## config.mk

```make
export PLATFORM = sky130hd
export DESIGN_NAME = dmem_arbiter_flat
export DESIGN_NICKNAME = d
export VERILOG_FILES = /design/src/rtl/dmem_arbiter_if.sv /design/src/rtl/dmem_arbiter.sv /design/src/flat_wrapper.sv
export SDC_FILE = /design/constraint.sdc
export NUM_CORES = 1
export LEC_CHECK = 0
export CAP_MARGIN = 10
export CORE_AREA = 2 2 233 235
export DETAILED_ROUTE_END_ITERATION = 10
export DIE_AREA = 0 0 235 237
export PLACE_DENSITY = 0.54
export SLEW_MARGIN = 25
export SYNTH_ARGS = -nofsm -noshare
export SYNTH_HDL_FRONTEND = slang
export SYNTH_SLANG_ARGS = --single-unit
```

## constraint.sdc

```tcl
create_clock -name clk -period 3.01 [get_ports clk]
set_input_delay 0.7525 -clock clk [delete_from_list [all_inputs] [get_ports clk]]
set_output_delay 0.7525 -clock clk [all_outputs]
set_load 0.03 [all_outputs]
```

## src/rtl/dmem_arbiter_if.sv

```systemverilog
// Requester-side bus of the data-memory arbiter: one request channel
// (valid/ready with we/addr/wdata) and the matching one-cycle response.
interface dmem_arbiter_if #(
  parameter int ADDR_W = 64,
  parameter int DATA_W = 64
);
  logic              valid;
  logic              we;
  logic [ADDR_W-1:0] addr;
  logic [DATA_W-1:0] wdata;
  logic              ready;
  logic              rsp_valid;
  logic [DATA_W-1:0] rsp_rdata;
  logic              rsp_error;

  // Requester drives the request, observes ready and the response.
  modport master (
    output valid, we, addr, wdata,
    input  ready, rsp_valid, rsp_rdata, rsp_error
  );

  // Arbiter observes the request, drives ready and the response.
  modport slave (
    input  valid, we, addr, wdata,
    output ready, rsp_valid, rsp_rdata, rsp_error
  );
endinterface

```

## src/rtl/dmem_arbiter.sv

```systemverilog
// Two-port round-robin arbiter in front of the single-port data memory.
// Each accepted request is bounds-checked, held on the memory bus for
// ACCESS_LAT cycles and answered with a one-cycle response pulse.
//
// Handshake: a request transfers on a rising edge where valid and ready are
// both 1. The requester holds valid/we/addr/wdata stable until then. ready is
// combinational, only ever high in IDLE, and at most one port sees it per
// cycle. rsp_valid is a single-cycle pulse on the port that owns the access;
// rsp_rdata/rsp_error are meaningful only while rsp_valid is 1.
module dmem_arbiter #(
  parameter int DATA_W     = 64,
  parameter int ADDR_W     = 64,
  parameter int MEM_WORDS  = 1024,
  parameter int ACCESS_LAT = 2
) (
  input  logic              clk,
  input  logic              rst_n,
  dmem_arbiter_if.slave     req0,
  dmem_arbiter_if.slave     req1,
  output logic              mem_en,
  output logic              mem_we,
  output logic [ADDR_W-1:0] mem_addr,
  output logic [DATA_W-1:0] mem_wdata,
  input  logic [DATA_W-1:0] mem_rdata,
  output logic [1:0]        dbg_state
);

  localparam int CNT_W = (ACCESS_LAT > 1) ? $clog2(ACCESS_LAT) : 1;
  localparam logic [CNT_W-1:0] CNT_LAST = CNT_W'(ACCESS_LAT - 1);
  localparam logic [ADDR_W-1:0] ADDR_LIMIT = ADDR_W'(MEM_WORDS);

  typedef enum logic [1:0] {
    S_IDLE   = 2'd0,
    S_ACCESS = 2'd1,
    S_RESP   = 2'd2
  } state_t;

  state_t            state_q, state_d;
  logic              last_grant_q, last_grant_d;
  logic [CNT_W-1:0]  cnt_q, cnt_d;
  logic              we_q, we_d;
  logic [ADDR_W-1:0] addr_q, addr_d;
  logic [DATA_W-1:0] wdata_q, wdata_d;
  logic              port_q, port_d;
  logic              err_q, err_d;
  logic [DATA_W-1:0] rdata_q, rdata_d;

  logic              gnt0, gnt1, hs;
  logic              sel_we;
  logic [ADDR_W-1:0] sel_addr;
  logic [DATA_W-1:0] sel_wdata;
  logic              addr_err;

  // Grant: only in IDLE and out of reset; a tie goes to the port that was not granted last.
  always_comb begin
    gnt0 = 1'b0;
    gnt1 = 1'b0;
    if (rst_n && (state_q == S_IDLE)) begin
      if (req0.valid && (!req1.valid || last_grant_q)) begin
        gnt0 = 1'b1;
      end else if (req1.valid) begin
        gnt1 = 1'b1;
      end
    end
    hs        = gnt0 | gnt1;
    sel_we    = gnt1 ? req1.we    : req0.we;
    sel_addr  = gnt1 ? req1.addr  : req0.addr;
    sel_wdata = gnt1 ? req1.wdata : req0.wdata;
    // Full-width compare so upper address bits can never alias into range.
    addr_err  = (sel_addr >= ADDR_LIMIT);
  end

  // Next-state: capture on handshake, count out the access, then one response cycle.
  always_comb begin
    state_d      = state_q;
    last_grant_d = last_grant_q;
    cnt_d        = cnt_q;
    we_d         = we_q;
    addr_d       = addr_q;
    wdata_d      = wdata_q;
    port_d       = port_q;
    err_d        = err_q;
    rdata_d      = rdata_q;
    case (state_q)
      S_IDLE: begin
        if (hs) begin
          last_grant_d = gnt1;
          port_d       = gnt1;
          we_d         = sel_we;
          addr_d       = sel_addr;
          wdata_d      = sel_wdata;
          err_d        = addr_err;
          rdata_d      = '0;
          cnt_d        = '0;
          state_d      = addr_err ? S_RESP : S_ACCESS;
        end
      end
      S_ACCESS: begin
        if (cnt_q == CNT_LAST) begin
          cnt_d   = '0;
          state_d = S_RESP;
          if (!we_q) begin
            rdata_d = mem_rdata;
          end
        end else begin
          cnt_d = cnt_q + CNT_W'(1);
        end
      end
      S_RESP: begin
        state_d = S_IDLE;
      end
      default: begin
        state_d = S_IDLE;
      end
    endcase
  end

  // State and capture registers; reset drops any access in flight.
  always_ff @(posedge clk) begin
    if (!rst_n) begin
      state_q      <= S_IDLE;
      last_grant_q <= 1'b1;
      cnt_q        <= '0;
      we_q         <= 1'b0;
      addr_q       <= '0;
      wdata_q      <= '0;
      port_q       <= 1'b0;
      err_q        <= 1'b0;
      rdata_q      <= '0;
    end else begin
      state_q      <= state_d;
      last_grant_q <= last_grant_d;
      cnt_q        <= cnt_d;
      we_q         <= we_d;
      addr_q       <= addr_d;
      wdata_q      <= wdata_d;
      port_q       <= port_d;
      err_q        <= err_d;
      rdata_q      <= rdata_d;
    end
  end

  // Output decode: memory bus is all-zero outside ACCESS, responses only in RESP.
  always_comb begin
    mem_en          = (state_q == S_ACCESS);
    mem_we          = mem_en & we_q;
    mem_addr        = mem_en ? addr_q  : '0;
    mem_wdata       = mem_en ? wdata_q : '0;
    req0.ready      = gnt0;
    req1.ready      = gnt1;
    req0.rsp_valid  = (state_q == S_RESP) && !port_q;
    req1.rsp_valid  = (state_q == S_RESP) &&  port_q;
    req0.rsp_rdata  = req0.rsp_valid ? rdata_q : '0;
    req1.rsp_rdata  = req1.rsp_valid ? rdata_q : '0;
    req0.rsp_error  = req0.rsp_valid & err_q;
    req1.rsp_error  = req1.rsp_valid & err_q;
    dbg_state       = state_q;
  end

endmodule

```

## src/flat_wrapper.sv

```systemverilog
// flat-port wrapper written by rule: the top's interface ports become plain ports
module dmem_arbiter_flat 
#(
  parameter int DATA_W     = 64,
  parameter int ADDR_W     = 64,
  parameter int MEM_WORDS  = 1024,
  parameter int ACCESS_LAT = 2
)
  (clk, rst_n, mem_en, mem_we, mem_addr, mem_wdata, mem_rdata, dbg_state, req0_valid, req0_we, req0_addr, req0_wdata, req0_ready, req0_rsp_valid, req0_rsp_rdata, req0_rsp_error, req1_valid, req1_we, req1_addr, req1_wdata, req1_ready, req1_rsp_valid, req1_rsp_rdata, req1_rsp_error);
  dmem_arbiter_if #(.ADDR_W(ADDR_W), .DATA_W(DATA_W)) req0_i ();
  dmem_arbiter_if #(.ADDR_W(ADDR_W), .DATA_W(DATA_W)) req1_i ();
  input  logic clk;
  input  logic rst_n;
  output logic mem_en;
  output logic mem_we;
  output logic [ADDR_W-1:0] mem_addr;
  output logic [DATA_W-1:0] mem_wdata;
  input  logic [DATA_W-1:0] mem_rdata;
  output logic [1:0] dbg_state;
  input wire logic [$bits(req0_i.valid)-1:0] req0_valid;
  input wire logic [$bits(req0_i.we)-1:0] req0_we;
  input wire logic [$bits(req0_i.addr)-1:0] req0_addr;
  input wire logic [$bits(req0_i.wdata)-1:0] req0_wdata;
  output wire logic [$bits(req0_i.ready)-1:0] req0_ready;
  output wire logic [$bits(req0_i.rsp_valid)-1:0] req0_rsp_valid;
  output wire logic [$bits(req0_i.rsp_rdata)-1:0] req0_rsp_rdata;
  output wire logic [$bits(req0_i.rsp_error)-1:0] req0_rsp_error;
  input wire logic [$bits(req1_i.valid)-1:0] req1_valid;
  input wire logic [$bits(req1_i.we)-1:0] req1_we;
  input wire logic [$bits(req1_i.addr)-1:0] req1_addr;
  input wire logic [$bits(req1_i.wdata)-1:0] req1_wdata;
  output wire logic [$bits(req1_i.ready)-1:0] req1_ready;
  output wire logic [$bits(req1_i.rsp_valid)-1:0] req1_rsp_valid;
  output wire logic [$bits(req1_i.rsp_rdata)-1:0] req1_rsp_rdata;
  output wire logic [$bits(req1_i.rsp_error)-1:0] req1_rsp_error;
  assign req0_i.valid = req0_valid;
  assign req0_i.we = req0_we;
  assign req0_i.addr = req0_addr;
  assign req0_i.wdata = req0_wdata;
  assign req0_ready = req0_i.ready;
  assign req0_rsp_valid = req0_i.rsp_valid;
  assign req0_rsp_rdata = req0_i.rsp_rdata;
  assign req0_rsp_error = req0_i.rsp_error;
  assign req1_i.valid = req1_valid;
  assign req1_i.we = req1_we;
  assign req1_i.addr = req1_addr;
  assign req1_i.wdata = req1_wdata;
  assign req1_ready = req1_i.ready;
  assign req1_rsp_valid = req1_i.rsp_valid;
  assign req1_rsp_rdata = req1_i.rsp_rdata;
  assign req1_rsp_error = req1_i.rsp_error;
  dmem_arbiter #(.DATA_W(DATA_W), .ADDR_W(ADDR_W), .MEM_WORDS(MEM_WORDS), .ACCESS_LAT(ACCESS_LAT)) u_core (.clk(clk), .rst_n(rst_n), .req0(req0_i), .req1(req1_i), .mem_en(mem_en), .mem_we(mem_we), .mem_addr(mem_addr), .mem_wdata(mem_wdata), .mem_rdata(mem_rdata), .dbg_state(dbg_state));
endmodule
```

======== Yosys cells after proc, flatten, opt, wreduce, memory -nomap -nowiden ========
Index checks and enable logic that the tools add are counted.
storage, ports and cells
  memories ................................ 0
  bits in latches ......................... 0
  memory bits (writable) .................. 0
  bits in read-only memories .............. 0
  logic and storage cells ................. 56
  register bits ........................... 199
cells by class
  shift operators ......................... 0
  mux-type cells .......................... 23
  divide/modulo/power cells ............... 0
  eq/ne operators ......................... 5
  multiply operators ...................... 0
  reduce and logical (&&, ||, !) cells .... 13
  order comparisons ....................... 1
  bitwise logic cells ..................... 4
  add/subtract/negate cells ............... 1
operators with widths
  operator                                                                 number
  64-bit 2-to-1 mux                                                        9
  64-bit one-hot mux with 2 select lines                                   1
  64-bit by 11-bit >= comparator with 1-bit output, second input constant  1
  1-bit 2-to-1 mux                                                         8
  2-bit 2-to-1 mux                                                         3
  2-bit AND reduction                                                      3
  1-bit logical AND                                                        4
  2-bit by 1-bit != test with 1-bit output, second input constant          2
  2-bit one-hot mux with 2 select lines                                    1
  4-bit AND reduction                                                      1
  1-bit AND                                                                3
  2-bit by 1-bit == test with 1-bit output, second input constant          1
  2-bit == test, second input constant                                     1
  1-bit zero test                                                          2
  2-bit zero test                                                          1
  2-bit != test, second input constant                                     1
  1-bit one-hot mux with 2 select lines                                    1
  2-bit nonzero test                                                       1
  1-bit adder, second input constant                                       1
  1-bit logical OR                                                         1
  1-bit bitwise OR                                                         1

======== Depth between registers and ports, before layout ========
Gate-level depths: netlist of run 1.
  depth after elaboration ................. 10
  depth in mapped cells ................... 7

======== Worst setup path before layout of run 1 ========
Ideal clock, no wire load.
  path type ............................... reg2out
  start point ............................. reg u_core.state_q[0], in the netlist u_core.dbg_state[0]
  end point ............................... out mem_addr[54]
  data arrival time ....................... 1698 ps
  required time ........................... 2257 ps
  cell stages (with the launch flop) ...... 5
  setup slack ............................. 559 ps
  cell sequence ........................... dfxtp_1 > nand2b_1 > inv_1 > clkbuf_1 > and2_1
on the way
  cells in the longest elaborated chain, start to end .. 2
RTL lines
  item                                      RTL line             text
  start: declaration                        dmem_arbiter.sv:38   state_t state_q, state_d;
  start signal: assignment                  dmem_arbiter.sv:131  state_q <= state_d;
  2-bit by 1-bit == test with 1-bit output  dmem_arbiter.sv:145  mem_en = (state_q == S_ACCESS);
  net mem_en                                flat_wrapper.sv:14   output logic mem_en;
  64-bit 2-to-1 mux                         dmem_arbiter.sv:147  mem_addr = mem_en ? addr_q : '0;
  end: declaration                          flat_wrapper.sv:16   output logic [ADDR_W-1:0] mem_addr;
The timed path passes the listed nets, and every way through them passes these cells.

======== Worst setup path in the final report of run 1 ========
  start point ............................. reg u_core.state_q[1], in the netlist u_core.dbg_state[1]
  end point ............................... out req0_rsp_valid
on the way
  cells in the longest elaborated chain, start to end .. 2
RTL lines
  item               RTL line             text
  2-bit == test      dmem_arbiter.sv:151  req0.rsp_valid = (state_q == S_RESP) && !port_q;
  1-bit logical AND  dmem_arbiter.sv:151
  end: declaration   flat_wrapper.sv:25   output wire logic [$bits(req0_i.rsp_valid)-1:0] req0_rsp_valid;
Every way passes these cells.

==> impl_metrics.env, run 1 <==
export IMPL_cts_tree="done"
export IMPL_grt_start_max_net_pins=91
export IMPL_setup_tns_ns=0
export IMPL_die_area_um2=55700
export IMPL_firstDrtPassIters=4
export IMPL_required_ns=2.26
export IMPL_ctsHtreeMaxLevel=4
export IMPL_main_flop_type_after_synthesis="sky130_fd_sc_hd__dfxtp_1"
export IMPL_timing_critical_path_depth=3
export IMPL_whs_ns=0.4920
export IMPL_critical_path_max_fanout=66
export IMPL_minimum_setup_slack_after_placement_ns=-0.1003
export IMPL_wl_um=45260
export IMPL_grt_pass1_vias=10970
export IMPL_clockRootBuffer="sky130_fd_sc_hd__clkbuf_16"
export IMPL_critical_path_slowest_cell="sky130_fd_sc_hd__clkdlybuf4s50_1"
export IMPL_layout_area_seq_um2=3986
export IMPL_setup_viol_count_final=0
export IMPL_largest_family_of_logic_cells_by_synthesized_area="simple AND/OR/NAND/NOR gates"
export IMPL_synth_compound_area_share_pct=17.62
export IMPL_avgViaCountPerCell=4.439
export IMPL_buffers_on_ports=591
export IMPL_global_route_wire_length_before_repair_um=67270
export IMPL_cts_reportedPaths_clkPinSlew_ns=0.08
export IMPL_numCtsBuffers=17
export IMPL_worstSetupEndpointType="output port"
export IMPL_route_detailed_wl_per_inst_um=17.92
export IMPL_syn_cell_area_um2=9983
export IMPL_cts_buffer_depth=2
export IMPL_classification_of_the_worst_setup_path="flip-flop to output port"
export IMPL_clock_skew_final_ns=0.008170
export IMPL_ys_warnings_count=0
export IMPL_netlist_instances=1292
export IMPL_fmax_mhz=344.3
export IMPL_slew_headroom_pct=49.83
export IMPL_area_growth_syn_to_layout_pct=73.32
export IMPL_synth_seq_cells=199
export IMPL_initial_antenna_violation_count=3
export IMPL_num_vias=11210
export IMPL_reg_to_reg_critical_path_startpoint="u_core.dbg_state[1]"
export IMPL_nets=2141
export IMPL_worst_slew_pin_transition_ns=0.7525
export IMPL_globalplace_congestion=0.8699
export IMPL_post_route_cells_drive_above_1_share_pct=13.02
export IMPL_dieHeight_um=237
export IMPL_post_layout_min_period_ns=2.905
export IMPL_hold_buffers=0
export IMPL_r2r_end="u_core.rdata_q[58]"
export IMPL_synthDistinctLibCells=36
export IMPL_globalRoute_totalOverflow=0
export IMPL_holdCritPathClass="flip-flop to flip-flop"
export IMPL_worst_slack_ns=0.1053
export IMPL_rsz0062_at_grt="false"
export IMPL_r2r_worst_path_cells=6
export IMPL_pin_count=592
export IMPL_number_of_buffer_and_inverter_stages_on_the_critical_path=2
export IMPL_status="complete, no violations"
export IMPL_critPathTopFamily="buffers and inverters"
export IMPL_std_cell_rows=85
export IMPL_leakage_component_of_the_power_nw=7.193
export IMPL_async_reset_ff_share_pct=0
export IMPL_layout_filler_cells=5750
export IMPL_hpwlAfterDp_um=34110
export IMPL_clkSinkCount=199
export IMPL_timing_critical_path_from="u_core.dbg_state[1]"
export IMPL_first_iter_violations=429
export IMPL_cpPeakStageDelay_ns=0.71
export IMPL_power_density_nw_per_um2=370.7
export IMPL_synth_edff_count=0
export IMPL_timing_max_cap_violations=0
export IMPL_synth_simple_area_share_pct=36.53
export IMPL_syn_num_nets=1618
export IMPL_arrival_ns=2.15
export IMPL_reg2reg_setup_slack_ns=0.97
export IMPL_report_final_slew_viol_count=0
export IMPL_start_util_pct=18.74
export IMPL_clock_latency_reported_for_the_late_side_of_the_worst_skew_pair_ns=0.48
export IMPL_period_share_pct=96.50
export IMPL_gr_usage_all_layers_pct=15.78
export IMPL_synth_adder_area_share_pct=0
export IMPL_layout_commonest_cell="sky130_fd_sc_hd__clkdlybuf4s50_1"
export IMPL_final_antenna_net_count=0
export IMPL_drc=0
export IMPL_worst_ir_drop_vdd_v=0.0003882
export IMPL_mostFrequentLayoutCells="sky130_fd_sc_hd__clkdlybuf4s50_1, sky130_fd_sc_hd__nand2_1, sky130_fd_sc_hd__and2_1"
export IMPL_timing_critical_path_to="req0_rsp_valid"
export IMPL_seq_area_frac_synth_pct=39.90
export IMPL_synth_xor_area_share_pct=0
export IMPL_multi_input_comb_area_um2=5439
export IMPL_muxShareOfSynthArea_pct=0
export IMPL_postSynthAreaPerCell_um2=7.727
export IMPL_crit_path_start_kind="flip-flop"
export IMPL_worstPathCellList="nor3b_2 -> buf_12 -> clkdlybuf4s50_1"
export IMPL_final_hold_violation_count=0
export IMPL_core_um2=53280
export IMPL_die_w_um=235
## layout make-up
class | count | area share (%)
antenna | 2 | 0.02892
clock inverter | 14 | 0.9328
sequential | 199 | 23.04
timing repair buffer | 624 | 36.85
multi-input combinational | 969 | 31.43
tap | 696 | 5.033
inverter | 4 | 0.1446
clock buffer | 18 | 2.538
## kinds of logic after synthesis
logic type / Yosys count
AND/OR/NAND/NOR: 766
AO/OA/AOI/OAI: 203
flip-flops: 199
buffers and inverters: 124
## stage by stage
step	cells	total power [mW]	utilization (%)	cell area, um2
6_report	2526	6.415	32.47	17300
5_1_grt	2525	6.731	32.47	17300
4_1_cts	2524	6.555	32.46	17300
3_5_place_dp	2492	4.028	31.59	16830
3_3_place_gp	2492	4.011	31.59	16830
2_1_floorplan	1292	3.383	-	9983
## worst min-delay path by stage
stage | startpoint | end | slack [ns] | depth (start not counted)
after floorplan | u_core.rdata_q[0] | u_core.rdata_q[0] | 0.47 | 2
after global placement | u_core.addr_q[2] | u_core.addr_q[2] | 0.48 | 2
after detailed placement | u_core.wdata_q[34] | u_core.wdata_q[34] | 0.49 | 2
after CTS | u_core.wdata_q[34] | u_core.wdata_q[34] | 0.50 | 2
after global routing | u_core.wdata_q[18] | u_core.wdata_q[18] | 0.51 | 2
final | u_core.addr_q[53] | u_core.addr_q[53] | 0.49 | 2
## worst register-to-register path, delay by kind of cell, from the launching register on
family,cells,cell delay [ns]
AOI/OAI and AO/OA,1,0.28
buffers and inverters,2,0.78
DFF,1,0.37
and+or+nand+nor,3,0.55
## timing repair
action / 4_1_cts / 5_1_grt
buffers inserted: 0 / 0
gates resized for setup: 114 / 0
endpoints found under the setup margin: 121 / 0
## layer usage
layer,global-route usage (%),up-vias,part of all wire (%)
met3,5.724,46,8.0
met1,18.64,5261,42
met4,5.198,2,2.2
met2,26.43,444,48
met5,0,-,0.029
li1,-,5459,-
## cell usage after synthesis (2+ instances only)
cell | n | area (um2)
sky130_fd_sc_hd__nand2_1 | 263 | 987.2
sky130_fd_sc_hd__nand4_1 | 3 | 18.77
sky130_fd_sc_hd__inv_1 | 2 | 7.510
sky130_fd_sc_hd__nor3_1 | 5 | 25.02
sky130_fd_sc_hd__a22oi_1 | 65 | 488.0
sky130_fd_sc_hd__and2_1 | 259 | 1620
sky130_fd_sc_hd__buf_2 | 48 | 240.2
sky130_fd_sc_hd__buf_4 | 16 | 120.1
sky130_fd_sc_hd__nand3_1 | 3 | 15.01
sky130_fd_sc_hd__clkbuf_1 | 53 | 198.9
sky130_fd_sc_hd__a311oi_1 | 119 | 1042
sky130_fd_sc_hd__buf_1 | 2 | 7.510
sky130_fd_sc_hd__inv_2 | 2 | 7.510
sky130_fd_sc_hd__nor4_1 | 26 | 162.7
sky130_fd_sc_hd__a311oi_2 | 10 | 150.1
sky130_fd_sc_hd__dfxtp_1 | 199 | 3984
sky130_fd_sc_hd__nor2_1 | 198 | 743.2
## power by group
part / switching (mW) / internal, mW / total [mW]
clock: 1.19 / 1.27 / 2.46
combinational: 0.502 / 0.593 / 1.09
sequential: 0.0756 / 2.79 / 2.86
total: 1.77 / 4.65 / 6.42
## registers in the layout, summed over array words and instances, names as in the netlist, 2 cells and up
signal and count:
u_core.addr_q 64, u_core.wdata_q 64, u_core.dbg_state 2, u_core.rdata_q 64
Power figures use the tool's default switching activity.
==> inputs of run 2 (changes only) <==
Settings changed: CORE_AREA 2 2 233 235 to 4 4 228 230, DIE_AREA 0 0 235 237 to 0 0 232 234, PLACE_DENSITY 0.54 to 0.56.
==> run 2 against run 1 <==
Clock power is 2% higher. Routed wire length is 3.2% higher. Via count is 0.54% lower.
==> impl_metrics.env, run 2 (synthesis gave the netlist of run 1 again) <==
export IMPL_clkSinkCount=199
export IMPL_setup_viol_count_final=0
export IMPL_fmax_mhz=354.9
export IMPL_status="complete, no violations"
export IMPL_buffers_on_ports=591
export IMPL_globalRoute_totalOverflow=0
export IMPL_global_route_wire_length_before_repair_um=68370
export IMPL_first_iter_violations=550
export IMPL_layout_filler_cells=5345
export IMPL_worst_hold_path_num_cells=2
export IMPL_slew_headroom_pct=53.21
export IMPL_final_antenna_net_count=0
export IMPL_core_um2=49860
export IMPL_grt_start_max_net_pins=106
export IMPL_worstSetupEndpointType="output port"
export IMPL_die_area_um2=54290
export IMPL_route_detailed_wl_per_inst_um=18.68
export IMPL_start_util_pct=20.02
export IMPL_clock_skew_final_ns=0.01214
export IMPL_timing_max_cap_violations=0
export IMPL_final_hold_violation_count=0
export IMPL_arrival_ns=2.07
export IMPL_place_area_um2=16520
export IMPL_r2r_end="u_core.addr_q[60]"
export IMPL_numCtsBuffers=17
export IMPL_post_layout_min_period_ns=2.818
export IMPL_cts_tree="done"
export IMPL_setup_tns_ns=0
export IMPL_nets=2141
export IMPL_gr_usage_all_layers_pct=16.59
export IMPL_crit_path_start_kind="flip-flop"
export IMPL_clockRootBuffer="sky130_fd_sc_hd__clkbuf_16"
export IMPL_reg_top3="u_core.addr_q: 64 flops, u_core.rdata_q: 64 flops, u_core.wdata_q: 64 flops"
export IMPL_rsz0062_at_grt="false"
export IMPL_power_density_nw_per_um2=380.2
export IMPL_r2r_worst_path_cells=7
export IMPL_classification_of_the_worst_setup_path="flip-flop to output port"
export IMPL_leakage_component_of_the_power_nw=7.218
export IMPL_final_cells=2500
export IMPL_pin_count=592
export IMPL_grt_pass1_vias=11060
export IMPL_wl_um=46710
export IMPL_whs_ns=0.4930
export IMPL_dp_cells=2467
export IMPL_post_cts_setup_buffer_count=0
export IMPL_avgViaCountPerCell=4.461
export IMPL_worst_ir_drop_vdd_v=0.0003604
export IMPL_mostFrequentLayoutCells="sky130_fd_sc_hd__clkdlybuf4s50_1, sky130_fd_sc_hd__nand2_1, sky130_fd_sc_hd__and2_1"
export IMPL_critical_path_max_fanout=42
export IMPL_layout_commonest_cell="sky130_fd_sc_hd__clkdlybuf4s50_1"
export IMPL_worst_slack_ns=0.1925
export IMPL_std_cell_rows=82
export IMPL_worst_slew_pin_transition_ns=0.7019
export IMPL_reg2reg_setup_slack_ns=0.91
export IMPL_globalplace_congestion=0.8744
export IMPL_period_share_pct=93.60
export IMPL_holdCritPathClass="flip-flop to flip-flop"
export IMPL_drc=0
export IMPL_num_antenna_cells=0
export IMPL_reg_to_reg_critical_path_startpoint="u_core.dbg_state[0]"
export IMPL_area_growth_syn_to_layout_pct=70.42
export IMPL_dieHeight_um=234
export IMPL_clock_latency_reported_for_the_late_side_of_the_worst_skew_pair_ns=0.49
export IMPL_report_final_slew_viol_count=0
export IMPL_num_vias=11150
export IMPL_minimum_setup_slack_after_placement_ns=-0.1292
export IMPL_post_route_cells_drive_above_1_share_pct=11.16
export IMPL_cts_buffer_depth=2
export IMPL_initial_antenna_violation_count=3
export IMPL_ctsHtreeMaxLevel=4
export IMPL_firstDrtPassIters=5
export IMPL_required_ns=2.26
export IMPL_cts_reportedPaths_clkPinSlew_ns=0.08
export IMPL_die_w_um=232
export IMPL_power_total_mw=6.469
export IMPL_post_route_cell_area_um2=17010
export IMPL_worst_min_path_start="u_core.addr_q[11]"
export IMPL_hpwlAfterDp_um=34850
export IMPL_postLayoutCoreUtil_pct=34.12
export IMPL_min_to="u_core.addr_q[11]"
## run 2: area by class of cell
class,count,area [um2],share of cell area [%]
Multi-Input combinational cell,969,5439,31.97
Sequential cell,199,3984,23.42
Clock buffer,22,474.2,2.787
Clock inverter,10,142.6,0.8384
Inverter,4,27.53,0.1618
Timing Repair Buffer,624,6106,35.89
Tap cell,672,840.8,4.942
## run 2: critical path, stage by stage (launching register included)
cell	delay, ns
sky130_fd_sc_hd__dfxtp_1	0.38
sky130_fd_sc_hd__nand2b_1	0.24
sky130_fd_sc_hd__clkinv_4	0.15
sky130_fd_sc_hd__bufbuf_16	0.35
sky130_fd_sc_hd__and2_1	0.18
sky130_fd_sc_hd__clkdlybuf4s15_2	0.28
## run 2: worst max-delay path by stage
stage	from	to	slack, ns	cells after the start
final	u_core.dbg_state[1]	mem_addr[1]	0.19	5
after global routing	u_core.dbg_state[0]	mem_addr[44]	0.05	5
after CTS	u_core.dbg_state[1]	mem_wdata[50]	0.0009	5
after detailed placement	req1_addr[45]	u_core.err_q	-0.13	7
after global placement	req0_addr[45]	u_core.err_q	-0.08	8
after floorplan	u_core.dbg_state[0]	mem_addr[54]	0.56	4
## run 2: what timing repair did
action / CTS / global route
hold buffers: 0 / 0
resized for setup: 171 / 2
gates cloned: 1 / 0
setup endpoints to repair: 152 / 11
## run 2: power by group
| group | internal, mW | switching (mW) |
|---|---|---|
| Sequential | 2.79 | 0.0775 |
| Combinational | 0.591 | 0.500 |
| Clock | 1.38 | 1.13 |
## run 2: metal layers
layer | GRT usage [%] | up-vias | part of all wire (%)
li1 | - | 5455 | -
met1 | 19.53 | 5179 | 41
met2 | 28.05 | 462 | 48
met3 | 6.341 | 54 | 8.7
met4 | 5.193 | 2 | 2.4
met5 | 0 | - | 0.030
